--- src/rtl/flash_ctrl_pkg.sv ---
// Shared types and JEDEC constants for the NOR flash sequencer: op codes,
// FSM state encodings, debug struct and the unlock-sequence ROM.
package flash_ctrl_pkg;

    typedef enum logic [1:0] {
        OP_READ    = 2'd0,
        OP_WRITE   = 2'd1,
        OP_PROGRAM = 2'd2,
        OP_ERASE   = 2'd3
    } op_e;

    typedef enum logic [2:0] {
        S_IDLE    = 3'd0,
        S_REQ     = 3'd1,
        S_SEQ     = 3'd2,
        S_BUSYDLY = 3'd3,
        S_POLL    = 3'd4,
        S_DONE    = 3'd5
    } state_e;

    typedef enum logic [1:0] {
        BC_IDLE  = 2'd0,
        BC_READ  = 2'd1,
        BC_WRITE = 2'd2,
        BC_GAP   = 2'd3
    } bc_state_e;

    typedef struct packed {
        state_e    top;
        bc_state_e bus;
    } dbg_t;

    localparam logic [25:0] UNLOCK_ADDR1     = 26'h555;
    localparam logic [25:0] UNLOCK_ADDR2     = 26'h2AA;
    localparam logic [15:0] UNLOCK_DATA1     = 16'hAA;
    localparam logic [15:0] UNLOCK_DATA2     = 16'h55;
    localparam logic [15:0] CMD_PROGRAM      = 16'hA0;
    localparam logic [15:0] CMD_ERASE        = 16'h80;
    localparam logic [15:0] CMD_SECTOR_ERASE = 16'h30;

    typedef struct packed {
        logic        we;
        logic [25:0] addr;
        logic [15:0] data;
    } step_t;

    function automatic logic [2:0] seq_last(input op_e op);
        logic [2:0] last;
        last = 3'd0;
        case (op)
            OP_PROGRAM: last = 3'd3;
            OP_ERASE:   last = 3'd5;
            default:    last = 3'd0;
        endcase
        return last;
    endfunction

    // Sequence ROM: the final step of every op targets the command address.
    function automatic step_t seq_step(input op_e op, input logic [2:0] idx,
                                       input logic [25:0] addr, input logic [15:0] wdata);
        step_t s;
        s = '{we: 1'b1, addr: addr, data: wdata};
        case (op)
            OP_READ:  s = '{we: 1'b0, addr: addr, data: 16'h0000};
            OP_WRITE: s = '{we: 1'b1, addr: addr, data: wdata};
            OP_PROGRAM: begin
                case (idx)
                    3'd0:    s = '{we: 1'b1, addr: UNLOCK_ADDR1, data: UNLOCK_DATA1};
                    3'd1:    s = '{we: 1'b1, addr: UNLOCK_ADDR2, data: UNLOCK_DATA2};
                    3'd2:    s = '{we: 1'b1, addr: UNLOCK_ADDR1, data: CMD_PROGRAM};
                    default: s = '{we: 1'b1, addr: addr, data: wdata};
                endcase
            end
            OP_ERASE: begin
                case (idx)
                    3'd0:    s = '{we: 1'b1, addr: UNLOCK_ADDR1, data: UNLOCK_DATA1};
                    3'd1:    s = '{we: 1'b1, addr: UNLOCK_ADDR2, data: UNLOCK_DATA2};
                    3'd2:    s = '{we: 1'b1, addr: UNLOCK_ADDR1, data: CMD_ERASE};
                    3'd3:    s = '{we: 1'b1, addr: UNLOCK_ADDR1, data: UNLOCK_DATA1};
                    3'd4:    s = '{we: 1'b1, addr: UNLOCK_ADDR2, data: UNLOCK_DATA2};
                    default: s = '{we: 1'b1, addr: addr, data: CMD_SECTOR_ERASE};
                endcase
            end
            default: s = '{we: 1'b0, addr: addr, data: 16'h0000};
        endcase
        return s;
    endfunction

endpackage

--- src/rtl/flash_ctrl_bus.sv ---
// One flash bus cycle (read or write) followed by a single all-strobes-high
// gap cycle in which done pulses; a start in the gap chains the next cycle.
module flash_bus_cycle
    import flash_ctrl_pkg::*;
#(
    parameter int T_ACC = 6,
    parameter int T_SU  = 2,
    parameter int T_WP  = 3
) (
    input  logic        clk,
    input  logic        rst,
    input  logic        start,
    input  logic        we,
    input  logic [25:0] addr,
    input  logic [15:0] wdata,
    output logic        done,
    output logic [15:0] rdata,
    output logic [25:0] flash_a,
    output logic [15:0] flash_dq_o,
    input  logic [15:0] flash_dq_i,
    output logic        flash_dq_oe,
    output logic        flash_nce,
    output logic        flash_noe,
    output logic        flash_nwe,
    output bc_state_e   dbg_state
);

    localparam logic [7:0] ACC_LAST = 8'(T_ACC - 1);
    localparam logic [7:0] WP_FIRST = 8'(T_SU);
    localparam logic [7:0] WR_LAST  = 8'(T_SU + T_WP);

    bc_state_e   state, state_nx;
    logic [7:0]  cnt, cnt_nx;
    logic        load, capture;
    logic [25:0] addr_q;
    logic [15:0] wdata_q;

    always_ff @(posedge clk) begin
        if (rst) begin
            state   <= BC_IDLE;
            cnt     <= '0;
            addr_q  <= '0;
            wdata_q <= '0;
            rdata   <= '0;
        end else begin
            state <= state_nx;
            cnt   <= cnt_nx;
            if (load) begin
                addr_q  <= addr;
                wdata_q <= wdata;
            end
            if (capture) rdata <= flash_dq_i;
        end
    end

    always_comb begin
        state_nx = state;
        cnt_nx   = cnt;
        load     = 1'b0;
        capture  = 1'b0;
        done     = 1'b0;
        case (state)
            BC_IDLE, BC_GAP: begin
                done = (state == BC_GAP);
                if (start) begin
                    load     = 1'b1;
                    cnt_nx   = '0;
                    state_nx = we ? BC_WRITE : BC_READ;
                end else begin
                    state_nx = BC_IDLE;
                end
            end
            BC_READ: begin
                if (cnt == ACC_LAST) begin
                    capture  = 1'b1;
                    state_nx = BC_GAP;
                end else begin
                    cnt_nx = cnt + 8'd1;
                end
            end
            BC_WRITE: begin
                if (cnt == WR_LAST) state_nx = BC_GAP;
                else                cnt_nx   = cnt + 8'd1;
            end
            default: state_nx = BC_IDLE;
        endcase
    end

    // Write: T_SU setup, T_WP with nWE low, then one hold cycle.
    assign flash_nce   = !((state == BC_READ) || (state == BC_WRITE));
    assign flash_noe   = (state != BC_READ);
    assign flash_nwe   = !((state == BC_WRITE) && (cnt >= WP_FIRST) && (cnt < WR_LAST));
    assign flash_dq_oe = (state == BC_WRITE);
    assign flash_a     = addr_q;
    assign flash_dq_o  = wdata_q;
    assign dbg_state   = state;

endmodule

--- src/rtl/flash_ctrl.sv ---
// NOR flash command sequencer: READ/WRITE/PROGRAM/ERASE with JEDEC unlock
// and RY/BY# polling. Define FLASH_CTRL_TIMEOUT_EN to bound the ready poll.
module flash_ctrl
    import flash_ctrl_pkg::*;
#(
    parameter int          T_ACC          = 6,
    parameter int          T_SU           = 2,
    parameter int          T_WP           = 3,
    parameter int          T_BUSY         = 8,
    parameter int unsigned TIMEOUT_CYCLES = 240000000
) (
    input  logic        clk,
    input  logic        rst,
    input  logic        cmd_valid,
    output logic        cmd_ready,
    input  logic [1:0]  cmd_op,
    input  logic [25:0] cmd_addr,
    input  logic [15:0] cmd_wdata,
    output logic        rsp_valid,
    output logic [15:0] rsp_rdata,
    output logic        rsp_err,
    output logic        bus_req,
    input  logic        bus_gnt,
    output logic [25:0] flash_a,
    output logic [15:0] flash_dq_o,
    input  logic [15:0] flash_dq_i,
    output logic        flash_dq_oe,
    output logic        flash_nce,
    output logic        flash_noe,
    output logic        flash_nwe,
    input  logic        flash_ready,
    output dbg_t        dbg_state
);

    // Shared busy-delay / poll counter, sized from the timeout (28 bits by default).
    localparam int WAIT_W = ($clog2(TIMEOUT_CYCLES + 1) > 8) ? $clog2(TIMEOUT_CYCLES + 1) : 8;
    localparam logic [WAIT_W-1:0] BUSY_LAST = WAIT_W'(T_BUSY - 1);

    state_e            state, state_nx;
    op_e               op_q;
    logic [25:0]       addr_q;
    logic [15:0]       wdata_q;
    logic [2:0]        seq_idx, seq_idx_nx, rom_idx;
    logic              started, started_nx;
    logic [WAIT_W-1:0] wait_cnt, wait_nx;
    logic [15:0]       rdata_q, rdata_nx;
    logic              rdy_s1, rdy_s2;
    logic              accept;
    logic              bc_start, bc_done;
    logic [15:0]       bc_rdata;
    bc_state_e         bc_state;
    step_t             step;

`ifdef FLASH_CTRL_TIMEOUT_EN
    localparam logic [WAIT_W-1:0] TIMEOUT_LAST = WAIT_W'(TIMEOUT_CYCLES - 1);
    logic err_q, err_nx;
`endif

    // Handshake: a command transfers on a cycle where cmd_valid and cmd_ready
    // are both high; cmd_ready is only high in IDLE and never while rst is high.
    assign cmd_ready = (state == S_IDLE) && !rst;
    assign accept    = cmd_valid && cmd_ready;

    always_ff @(posedge clk) begin
        if (rst) begin
            state    <= S_IDLE;
            op_q     <= OP_READ;
            addr_q   <= '0;
            wdata_q  <= '0;
            seq_idx  <= '0;
            started  <= 1'b0;
            wait_cnt <= '0;
            rdata_q  <= '0;
            rdy_s1   <= 1'b0;
            rdy_s2   <= 1'b0;
`ifdef FLASH_CTRL_TIMEOUT_EN
            err_q    <= 1'b0;
`endif
        end else begin
            state    <= state_nx;
            seq_idx  <= seq_idx_nx;
            started  <= started_nx;
            wait_cnt <= wait_nx;
            rdata_q  <= rdata_nx;
            rdy_s1   <= flash_ready;
            rdy_s2   <= rdy_s1;
`ifdef FLASH_CTRL_TIMEOUT_EN
            err_q    <= err_nx;
`endif
            if (accept) begin
                op_q    <= op_e'(cmd_op);
                addr_q  <= cmd_addr;
                wdata_q <= cmd_wdata;
            end
        end
    end

    always_comb begin
        state_nx   = state;
        seq_idx_nx = seq_idx;
        started_nx = started;
        wait_nx    = wait_cnt;
        rdata_nx   = rdata_q;
        rom_idx    = seq_idx;
        bc_start   = 1'b0;
`ifdef FLASH_CTRL_TIMEOUT_EN
        err_nx     = err_q;
`endif
        case (state)
            S_IDLE: begin
                if (accept) begin
                    state_nx = S_REQ;
                    rdata_nx = '0;
`ifdef FLASH_CTRL_TIMEOUT_EN
                    err_nx   = 1'b0;
`endif
                end
            end
            S_REQ: begin
                if (bus_gnt) begin
                    state_nx   = S_SEQ;
                    seq_idx_nx = '0;
                    started_nx = 1'b0;
                end
            end
            S_SEQ: begin
                if (!started) begin
                    bc_start   = 1'b1;
                    started_nx = 1'b1;
                end else if (bc_done) begin
                    if (seq_idx == seq_last(op_q)) begin
                        if (op_q == OP_READ) rdata_nx = bc_rdata;
                        if ((op_q == OP_READ) || (op_q == OP_WRITE)) begin
                            state_nx = S_DONE;
                        end else begin
                            state_nx = S_BUSYDLY;
                            wait_nx  = '0;
                        end
                    end else begin
                        // Chain the next step out of the gap cycle.
                        rom_idx    = seq_idx + 3'd1;
                        seq_idx_nx = seq_idx + 3'd1;
                        bc_start   = 1'b1;
                    end
                end
            end
            S_BUSYDLY: begin
                if (wait_cnt == BUSY_LAST) begin
                    state_nx = S_POLL;
                    wait_nx  = '0;
                end else begin
                    wait_nx = wait_cnt + 1'b1;
                end
            end
            S_POLL: begin
                if (rdy_s2) begin
                    state_nx = S_DONE;
                end
`ifdef FLASH_CTRL_TIMEOUT_EN
                else if (wait_cnt == TIMEOUT_LAST) begin
                    state_nx = S_DONE;
                    err_nx   = 1'b1;
                    rdata_nx = '0;
                end else begin
                    wait_nx = wait_cnt + 1'b1;
                end
`endif
            end
            S_DONE:  state_nx = S_IDLE;
            default: state_nx = S_IDLE;
        endcase
    end

    assign step = seq_step(op_q, rom_idx, addr_q, wdata_q);

    flash_bus_cycle #(
        .T_ACC (T_ACC),
        .T_SU  (T_SU),
        .T_WP  (T_WP)
    ) u_bus (
        .clk         (clk),
        .rst         (rst),
        .start       (bc_start),
        .we          (step.we),
        .addr        (step.addr),
        .wdata       (step.data),
        .done        (bc_done),
        .rdata       (bc_rdata),
        .flash_a     (flash_a),
        .flash_dq_o  (flash_dq_o),
        .flash_dq_i  (flash_dq_i),
        .flash_dq_oe (flash_dq_oe),
        .flash_nce   (flash_nce),
        .flash_noe   (flash_noe),
        .flash_nwe   (flash_nwe),
        .dbg_state   (bc_state)
    );

    assign bus_req   = (state != S_IDLE);
    assign rsp_valid = (state == S_DONE);
    assign rsp_rdata = rsp_valid ? rdata_q : 16'h0000;
`ifdef FLASH_CTRL_TIMEOUT_EN
    assign rsp_err   = rsp_valid && err_q;
`else
    assign rsp_err   = 1'b0;
`endif
    assign dbg_state = '{top: state, bus: bc_state};

endmodule

--- config.mk ---
export PLATFORM = sky130hd
export DESIGN_NAME = flash_ctrl
export DESIGN_NICKNAME = d
export VERILOG_FILES = /design/src/rtl/flash_ctrl_pkg.sv /design/src/rtl/flash_ctrl_bus.sv /design/src/rtl/flash_ctrl.sv
export SDC_FILE = /design/constraint.sdc
export NUM_CORES = 1
export LEC_CHECK = 0
export ABC_CLOCK_PERIOD_IN_PS = 2100
export CAP_MARGIN = 10
export CORE_UTILIZATION = 25
export DETAILED_ROUTE_END_ITERATION = 7
export PLACE_DENSITY = 0.46
export SLEW_MARGIN = 20
export SYNTH_ARGS = -nofsm -noshare
export SYNTH_HDL_FRONTEND = slang
export SYNTH_HIERARCHICAL = 1
export SYNTH_SLANG_ARGS = --single-unit
--- constraint.sdc ---
create_clock -name clk -period 2.1 [get_ports clk]
set_clock_uncertainty 0.1 [all_clocks]
set_input_delay 0.21 -clock clk [delete_from_list [all_inputs] [get_ports clk]]
set_output_delay 0.21 -clock clk [all_outputs]
set_load 0.02 [all_outputs]
Word-level counts from Yosys, hierarchy flattened
Cells that the tools add are included.
{"block": "word_totals", "register_bits": 165, "latchBits": 0, "ramBits": 0, "romBits": 0, "inputBits": 65, "output_inout_bits": 71, "wordCells": 130, "memories": 0}
{"block": "classes", "n_addsub": 3, "multipliers": 0, "n_div": 0, "n_lt_le_gt_ge": 2, "n_eq_ne": 31, "n_shift": 0, "mux": 53, "bitwise": 0, "n_reduce_logical": 26}
{"op": "$pmux W42 S3", "n": 2}
{"op": "$pmux W43 S4", "n": 1}
{"op": "$mux W28", "n": 5}
{"op": "$mux W16", "n": 6}
{"op": "$pmux W28 S2", "n": 1}
{"op": "$mux W3", "n": 16}
{"op": "$pmux W16 S2", "n": 1}
{"op": "$add A28 B1 Y28 const B", "n": 1}
{"op": "$eq A28 B3 Y1 const B", "n": 1}
{"op": "$ne A2 B2 Y1 const B", "n": 11}
{"op": "$mux W8", "n": 2}
{"op": "$pmux W8 S2", "n": 1}
{"op": "$pmux W3 S5", "n": 1}
{"op": "$eq A3 B2 Y1 const B", "n": 4}
{"op": "$pmux W3 S2", "n": 2}
{"op": "$mux W1", "n": 10}
{"op": "$eq A3 B3 Y1 const B", "n": 3}
{"op": "$add A8 B1 Y8 const B", "n": 1}
{"op": "$eq A2 B2 Y1 const B", "n": 4}
{"op": "$eq A8 B3 Y1 const B", "n": 1}
{"op": "$ge A8 B2 Y1 const B", "n": 1}
{"op": "$lt A8 B3 Y1 const B", "n": 1}
{"op": "$reduce_or A2 Y1", "n": 4}
{"op": "$reduce_and A7 Y1", "n": 1}
{"op": "18 further kinds", "n": 34}

Depth between registers and ports, before layout
{"block": "logic_depth", "depth_word": 18, "mapped_depth": 12, "ltp_nobuf": 9}

By module
The synthesis kept the hierarchy.
{"mod": "flash_ctrl", "n_inst": 1, "cells_per_inst": 671, "area_per_inst_um2": 5348.9, "seq_area_each_um2": 1941.9}
{"mod": "flash_bus_cycle", "n_inst": 1, "cells_per_inst": 309, "area_per_inst_um2": 2636.3, "seq_area_each_um2": 1361.3}

Worst setup path after synthesis
OpenSTA, ideal clock, no wires.
{"block": "synth_path", "kind": "register to register", "startpoint": "register state[1]", "endpoint": "register rdata_q[10]", "setup_ns": 0.132, "arrival_time_ns": 2.260, "required_time_ns": 1.868, "setup_slack_ns": -0.392, "path_stages_with_launch": 9, "n_path_buf": 2, "period_less_slack_ns": 2.492, "cell_sequence": "dfxtp_1 > buf_4 > nor4_1 > and2_1 > a41oi_1 > a21oi_1 > clkbuf_1 > nand2b_1 > a21oi_1"}
{"block": "synth_via", "elab_chain_len": 5, "word_cells_on_any_way": 12, "classes_between": "6 x eq/ne; 1 x mux; 5 x reduce/logical"}
{"element": "start: declaration", "line_no": "flash_ctrl.sv:39", "rtl": "state_e state, state_nx;"}
{"element": "start signal: assignment", "line_no": "flash_ctrl.sv:80", "rtl": "state <= state_nx;"}
{"element": "$logic_not A3 Y1", "line_no": "flash_ctrl.sv:61", "rtl": "assign cmd_ready = (state == S_IDLE) && !rst;"}
{"element": "$logic_and A1 B1 Y1", "line_no": "flash_ctrl.sv:61"}
{"element": "via cmd_ready", "line_no": "flash_ctrl.sv:15", "rtl": "output logic cmd_ready,"}
{"element": "$logic_and A1 B1 Y1", "line_no": "flash_ctrl.sv:62", "rtl": "assign accept = cmd_valid && cmd_ready;"}
{"element": "$ne A2 B2 Y1 (no line)"}
{"element": "$reduce_and A6 Y1 (no line)"}
{"element": "end signal: assignment", "line_no": "flash_ctrl.sv:84", "rtl": "rdata_q <= rdata_nx;"}
{"element": "end: declaration", "line_no": "flash_ctrl.sv:46", "rtl": "logic [15:0] rdata_q, rdata_nx;"}
The timed path passes the listed nets, and every way through them passes these cells.
A chain may end at the register's enable or synchronous reset.

==> results.txt <==
CTS max path bufs = 2
period utilisation layout = 1.114
RSZ-0062 raised after global routing = yes
pwr/cell area = 813.8 nW/µm²
die area = 32,660 µm²
final worst slack = -0.2398 ns
final setup TNS = -11.72 ns
DRC = 0
max_slew headroom = 0.5744
Slew @ Worst Pin = 0.6384 ns
Synth Flop Type = dfxtp_1
max_cap viols = 0
initial antenna violation count = 2
Syn Inst Count = 980
syn_nets = 1,054
global-route wire length before repair = 42,650 µm
clock sink count = 165
status = complete, but fails checks
1st-iter DRT viols = 434
yosys warns = 6
post-route cell area = 12,760 µm²
Clk Latency, worst-skew pair = 0.43 ns
Reg clk slew, reported paths = 0.07 ns
post-route ant nets = 0
number of global-route vias before repair = 7,667
worst path cell trace = buf_6 -> or3_4 -> a21oi_4 -> buf_6 -> nor3_4 -> mux2i_4 -> o31ai_4 -> buf_12 -> a21boi_1 -> nand2_1 -> a21oi_1
static leakage = 4.825 nW
CP Data Required Time = 2.28 ns
# diodes = 0
Placeable Area = 31,470 µm²
CP max stage delay = 0.37 ns
Hold Path Class = in -> reg
post-synth top area share = 0.4137
GRT overflow = 0
post-synth top area cell = dfxtp_1
EDFF count, synth = 0
Syn Std Cell Area = 7985 µm²
Num CTS Buffers = 17
#FFs+latches synth = 165
Root Driver = clkbuf_16
Synth-to-Final Area Change = 59.86%
Worst Path Arrival = 2.52 ns
Rows = 65
CP Launch Type = flip-flop
max frequency = 427.4 MHz
pin count of the biggest net entering global routing = 128
share of the yosys chip area belonging to registers = 0.4137
min Tclk post-route = 2.340 ns
Die W = 180.7 µm
Placer Congestion = 0.8255
cell mode on critical path = buf_6
syn avg cell area = 8.148 µm²
Ports = 136
drt total wl = 27,610 µm
number of vias per cell = 4.777
CTS tree = yes
DIE HEIGHT = 180.7 µm
Crit-path slowest cell = dfxtp_4
layout cells sized above 1 = 0.3071
asr flop ratio synth = 0
drt first pass iters = 5
Buffers on Ports = 134
DP Worst Slack = -0.3141 ns
critical path peak fanout = 15
HPWL after DPL = 16,770 µm
violated checks = negative setup slack
H-tree depth = 4
top cells by area, synth = dfxtp_1, nand2_1, a21oi_1, nand3b_1, nor2_1
dpl cell area = 10,550 µm²
worst setup path class = reg -> reg
Final Hold Fails = 0
Initial Util = 0.2537
GRT Total Usage = 0.1649
Worst VDD drop = 0.4959 mV
Vias = 7,863
CP endpoint kind = flip-flop
Synth cell types = 83
fin. max-slew vios = 0
fin nets = 1,306
final setup fails = 93
DR WL/cell = 16.77 µm
[repair_timing]
item	4_1_cts	5_1_grt
pin swaps	59	79
resized for setup	218	132
setup buffers	33	15
setup endpoints to repair	117	118
hold buffers	0	0
cloned	11	4
endpoints found under the hold margin	0	0
[worst paths after layout]
| path | to | start | slack (ns) | depth (start not counted) |
|---|---|---|---|---|
| hold / removal | state[2] | rst | 0.14 | 3 |
| setup / recovery | u_bus/flash_a[18] | seq_idx[1] | -0.24 | 11 |
| hold reg to reg | u_bus/flash_dq_o[11] | u_bus/flash_dq_o[11] | 0.36 | 2 |
| setup reg to reg | u_bus/flash_a[18] | seq_idx[1] | -0.24 | 11 |
[report_power, final]
part / internal (mW) / switching (mW)
logic: 1.73 / 1.88
clock network: 1.69 / 1.50
registers: 3.41 / 0.171
[state kept, by name, indices dropped and copies added (netlist names)]
signal and cells:
u_bus/flash_a 26, state 3, wait_cnt 28, wdata_q 16, u_bus/dbg_state 2, u_bus/cnt 8
rdy_s2 1, rdata_q 16, op_q 2, seq_idx 3, started 1, u_bus/flash_dq_o 16
addr_q 26, u_bus/rdata 16, rdy_s1 1
[area by class of cell]
cell class	instances	area, µm²
multi-input cells	733	5243
fillers	3109	18710
flip-flops and latches	165	3327
repair buffers	297	3032
inverters	18	71.32
clock inverters	14	163.9
well taps	402	503.0
clock buffers	17	425.4
[placed cells by master, fill, tap and decap left out, types with 6 or more instances in the layout]
master / synthesis / layout
clkbuf_16: 0 / 20
clkdlybuf4s50_1: 0 / 110
and3_1: 10 / 8
and2_1: 24 / 15
and2_4: 0 / 8
buf_12: 0 / 16
or3_1: 11 / 9
buf_6: 5 / 39
buf_2: 12 / 9
a21boi_1: 10 / 16
o21ai_2: 2 / 7
inv_1: 18 / 16
nand3_2: 1 / 13
a21oi_2: 0 / 15
o211ai_1: 10 / 10
xor2_1: 7 / 7
a21oi_1: 82 / 65
nand2b_1: 21 / 12
nand3b_1: 41 / 41
nor2_4: 0 / 14
nand4_1: 8 / 8
a21boi_2: 0 / 7
mux2i_1: 16 / 16
nand2_1: 206 / 199
o21ai_0: 23 / 17
nand2b_4: 0 / 9
nand3_1: 37 / 25
o21a_1: 8 / 8
buf_4: 3 / 106
nor2b_1: 8 / 6
dfxtp_1: 165 / 156
nor2_1: 66 / 49
[synthesized netlist by cell type (9+ instances only)]
cell	n
dfxtp_1	165
o21ai_0	23
buf_2	12
ha_1	9
a21boi_0	13
nand2b_1	21
nand2_1	206
and2_1	24
inv_1	18
nor2_1	66
a21oi_1	82
a21boi_1	10
nand3b_1	41
and3_1	10
nand3_1	37
or3_1	11
xnor2_1	10
clkbuf_1	42
mux2i_1	16
o211ai_1	10
[logic make-up (layout without fill, tap and decap cells)]
family,Yosys count,count (layout),synth area share
AND/OR/NAND/NOR,470,470,0.2983
AO/OA/AOI/OAI,218,219,0.1860
flip-flops,165,165,0.4137
buffers and inverters,83,346,0.04701
XOR/XNOR,17,17,0.01865
multiplexers,17,17,0.02178
adder cells (fa/ha/maj),9,9,0.01410
other,1,1,0.0004696
[per-layer routing]
metal / routed length (µm) / track usage / share of wire / vias to the layer above
li1: - / - / - / 3923
met5: 32 / 0 / 0.0012 / -
met1: 12990 / 0.2221 / 0.47 / 3804
met3: 895 / 0.03386 / 0.032 / 26
met4: 301 / 0.03692 / 0.011 / 4
met2: 13380 / 0.2695 / 0.48 / 106
[worst max-delay path, delay by kind of cell, from the launching register on]
family | cells | cell delay [ns]
flops | 1 | 0.37
simple gates | 3 | 0.48
compound gates | 4 | 0.55
buf+inv | 3 | 0.46
mux | 1 | 0.22
[metrics by stage]
| stage | total power, mW | std cells | hold WS [ns] | util |
|---|---|---|---|---|
| floorplan | 5.086 | 980 | 0.2090 | - |
| global placement | 6.330 | 1563 | 0.3296 | 0.3352 |
| detailed placement | 6.322 | 1563 | 0.3458 | 0.3352 |
| CTS | 10.38 | 1637 | 0.1274 | 0.3866 |
| global route | 10.95 | 1646 | 0.1483 | 0.4056 |
| finish | 10.39 | 1646 | 0.1368 | 0.4056 |
(Power assumes the default switching activity.)
==> RTL edit (same flow settings) <==
Take the reset off `rdata_q` and load it in a clocked block of its own.
--- a/src/rtl/flash_ctrl.sv
+++ b/src/rtl/flash_ctrl.sv
@@ -71,5 +71,4 @@
             started  <= 1'b0;
             wait_cnt <= '0;
-            rdata_q  <= '0;
             rdy_s1   <= 1'b0;
             rdy_s2   <= 1'b0;
@@ -82,5 +81,4 @@
             started  <= started_nx;
             wait_cnt <= wait_nx;
-            rdata_q  <= rdata_nx;
             rdy_s1   <= flash_ready;
             rdy_s2   <= rdy_s1;
@@ -94,4 +92,8 @@
             end
         end
+    end
+
+    always_ff @(posedge clk) begin
+        rdata_q <= rdata_nx;
     end
 
Behaviour: same outputs for any inputs over 4 cycles, from zero or initial values and one cycle with rst high; that may be too few to reach the edited logic, so the function may still have changed.
==> RTL edit against the unedited design <==
The run still ends with negative setup slack left; wire length is 7.2% lower; total power is 3.3% higher; setup slack worse by 43 ps; worst hold slack better by 80 ps; sequential cell count stayed put; highest routed layer is now met4; synthesized area is 3.6% lower; sequential share of layout area is 2.2 points higher; critical path depth is 5 lower; largest power group unchanged; final area is 3.6% lower.
==> RTL edit: results (changes against the unedited design) <==
The run finished, with violations left. The final reports fail on negative setup slack. After synthesis, the most frequently instantiated cells are nand2_1, dfxtp_1, nor2_1. The largest net degree at the start of global routing is 89 (-30%). The final weighted congestion in routability-driven placement is 0.883 (+7.0%). The number of enable flip-flop cells after synthesis is 16 (+16).

The largest register by flop count is wait_cnt. The fill cell total of the finished layout is 2975 (-4.3%). The multiplexer share of the synthesized area is 2.37% (+0.19 points). The async set-or-reset flop fraction in the synthesized netlist is 0% (unchanged). The global-route wire length before repair is 38400 um (-9.9%). The endpoint arrival time on the critical path came out at 2640 ps (+120 ps). The initial antenna violation count is 0 (-2).

The maximum ir drop on the vdd rail is 0.549 mV (+11%). The via count of the first global-routing pass is 7054 (-8.0%). The number of levels in the clock H-tree came out at 4 (unchanged). The standard cell with the maximum stage delay on the critical path is or4b_1.

The pre-CTS setup slack came to -357 ps (-43.2 ps). Sorting the synthesized cells by area gives the leading types as dfxtp_1, nand2_1, edfxtp_1. The number of iterations in the first detailed-routing pass is 6 (+1). The number of nets in the layout is 1250 (-4.3%). The clock latency reported for the late side of the worst-skew pair came out at 430 ps (about the same). The worst-case clock buffer depth is 2 (unchanged). The flip-flop count of the largest register, all copies and words added is 28 (unchanged). The count of synthesis-stage warnings from yosys came out at 6 (unchanged). The register area share after synthesis came out at 45.0% (+3.6 points). The most common flop cell mapped by yosys is dfxtp_1. The count of antenna-violating nets left after detailed routing came to 0 (unchanged).

The clock transition time at the flip-flop clock pins of the worst setup and hold paths came out at 80 ps. The number of buffers inserted during clock tree synthesis is 17 (unchanged). The routed via count divided by cell count came to 4.66 (-2.5%). The fraction of final layout cells with drive strength greater than 1 is 31.4% (+0.66 points). The share of the synthesized netlist area taken by xor and xnor gates came to 2.84% (+0.98 points).

The cell family with the largest share of critical-path delay is simple AND/OR/NAND/NOR gates. The net count after synthesis came to 1018 (-3.4%). The static leakage is 0.00471 uW (-2.5%). The post-synthesis compound-gate area fraction was 15.9% (-2.7 points). The longest individual stage delay on the worst path came to 470 ps (+100 ps).

The global-route usage over all layers is 15.6% (-0.91 points). The half-perimeter wire length of the detailed placement result was 15700 um (-6.4%). The worst path setup slack after routing came out at -283 ps (-43.2 ps). The count of different cell masters after synthesis is 71 (-14%). The top fanout value on the critical path was 3 (-12). The initial detailed-routing violation count was 467 (+7.6%). The buffer cell driving the clock tree root is clkbuf_16.

The number of antenna repair diodes came out at 0 (unchanged). The average size of a mapped cell came out at 8.16 um^2 (+0.12%). The cell count after placement came out at 1511 (-3.3%). The actual transition at the worst max-transition pin came out at 645 ps (+7.00 ps).

The total of endpoints with negative setup slack in the final report is 90 (-3.2%). The quantity of I/O buffers inserted on ports is 134 (unchanged). The mean routed wirelength per cell was 16.2 um (-3.3%). The adder-cell share of the synthesized area is 1.46% (+0.052 points). The routed wire length came out at 25600 um (-7.2%).

The total negative setup slack came out at -14000 ps (-2280 ps).
[RTL edit: metal layers]
layer | global-route usage [%] | vias up | share of wire, %
met3 | 2.93 | 19 | 4.7
met4 | 3.92 | 0 | 1.0
met5 | 0 | - | 0
li1 | - | 3726 | -
met1 | 21.4 | 3466 | 47
met2 | 24.9 | 146 | 47
[RTL edit: tightest hold or removal path, cell delays in order]
cell and delay (ps):
clkdlybuf4s50_1 390, nand2_1 50, o21ai_0 60
[RTL edit: power by group]
group          total (uW)  internal [uW]  switching, uW  leakage, uW
Combinational        3900           1830           2070      0.00305
Sequential           3690           3520            172      0.00137
Clock                3140           1600           1540     0.000288
Total               10700           6950           3780      0.00471
[RTL edit: logic make-up after synthesis]
family | Yosys count
other | 1
adder cells (fa/ha/maj) | 9
AO/OA/AOI/OAI | 194
flip-flops | 165
AND/OR/NAND/NOR | 452
buffers and inverters | 80
multiplexers | 18
XOR/XNOR | 25
[RTL edit: area by class of cell]
cell class / instances / area share (%)
Inverter: 19 / 0.610
Timing Repair Buffer: 273 / 23.4
Clock buffer: 17 / 3.46
Sequential cell: 165 / 28.2
Clock inverter: 15 / 1.31
Multi-Input combinational cell: 700 / 39.0
Tap cell: 390 / 3.97
[RTL edit: per-stage QoR]
stage	utilization (%)	instance area (um^2)	hold WS (ps)
finish	41.1	12300	216
CTS	38.8	11600	201
global route	41.1	12300	223
detailed placement	34.3	10300	345
global placement	34.3	10300	339
floorplan	-	7910	182
[RTL edit: worst paths after layout]
| check | start | endpoint | slack (ps) | cells after the start |
|---|---|---|---|---|
| hold reg to reg | addr_q[23] | addr_q[23] | 350 | 2 |
| setup reg to reg | op_q[1] | wait_cnt[17] | -280 | 6 |
| hold / removal | cmd_wdata[12] | wdata_q[12] | 220 | 3 |
| setup / recovery | op_q[1] | wait_cnt[17] | -280 | 6 |
[RTL edit: timing repair]
action / in CTS / in global routing
cloned: 10 / 7
resized for setup: 204 / 141
endpoints found under the setup margin: 119 / 118
pin swaps: 32 / 53
setup buffers: 9 / 12
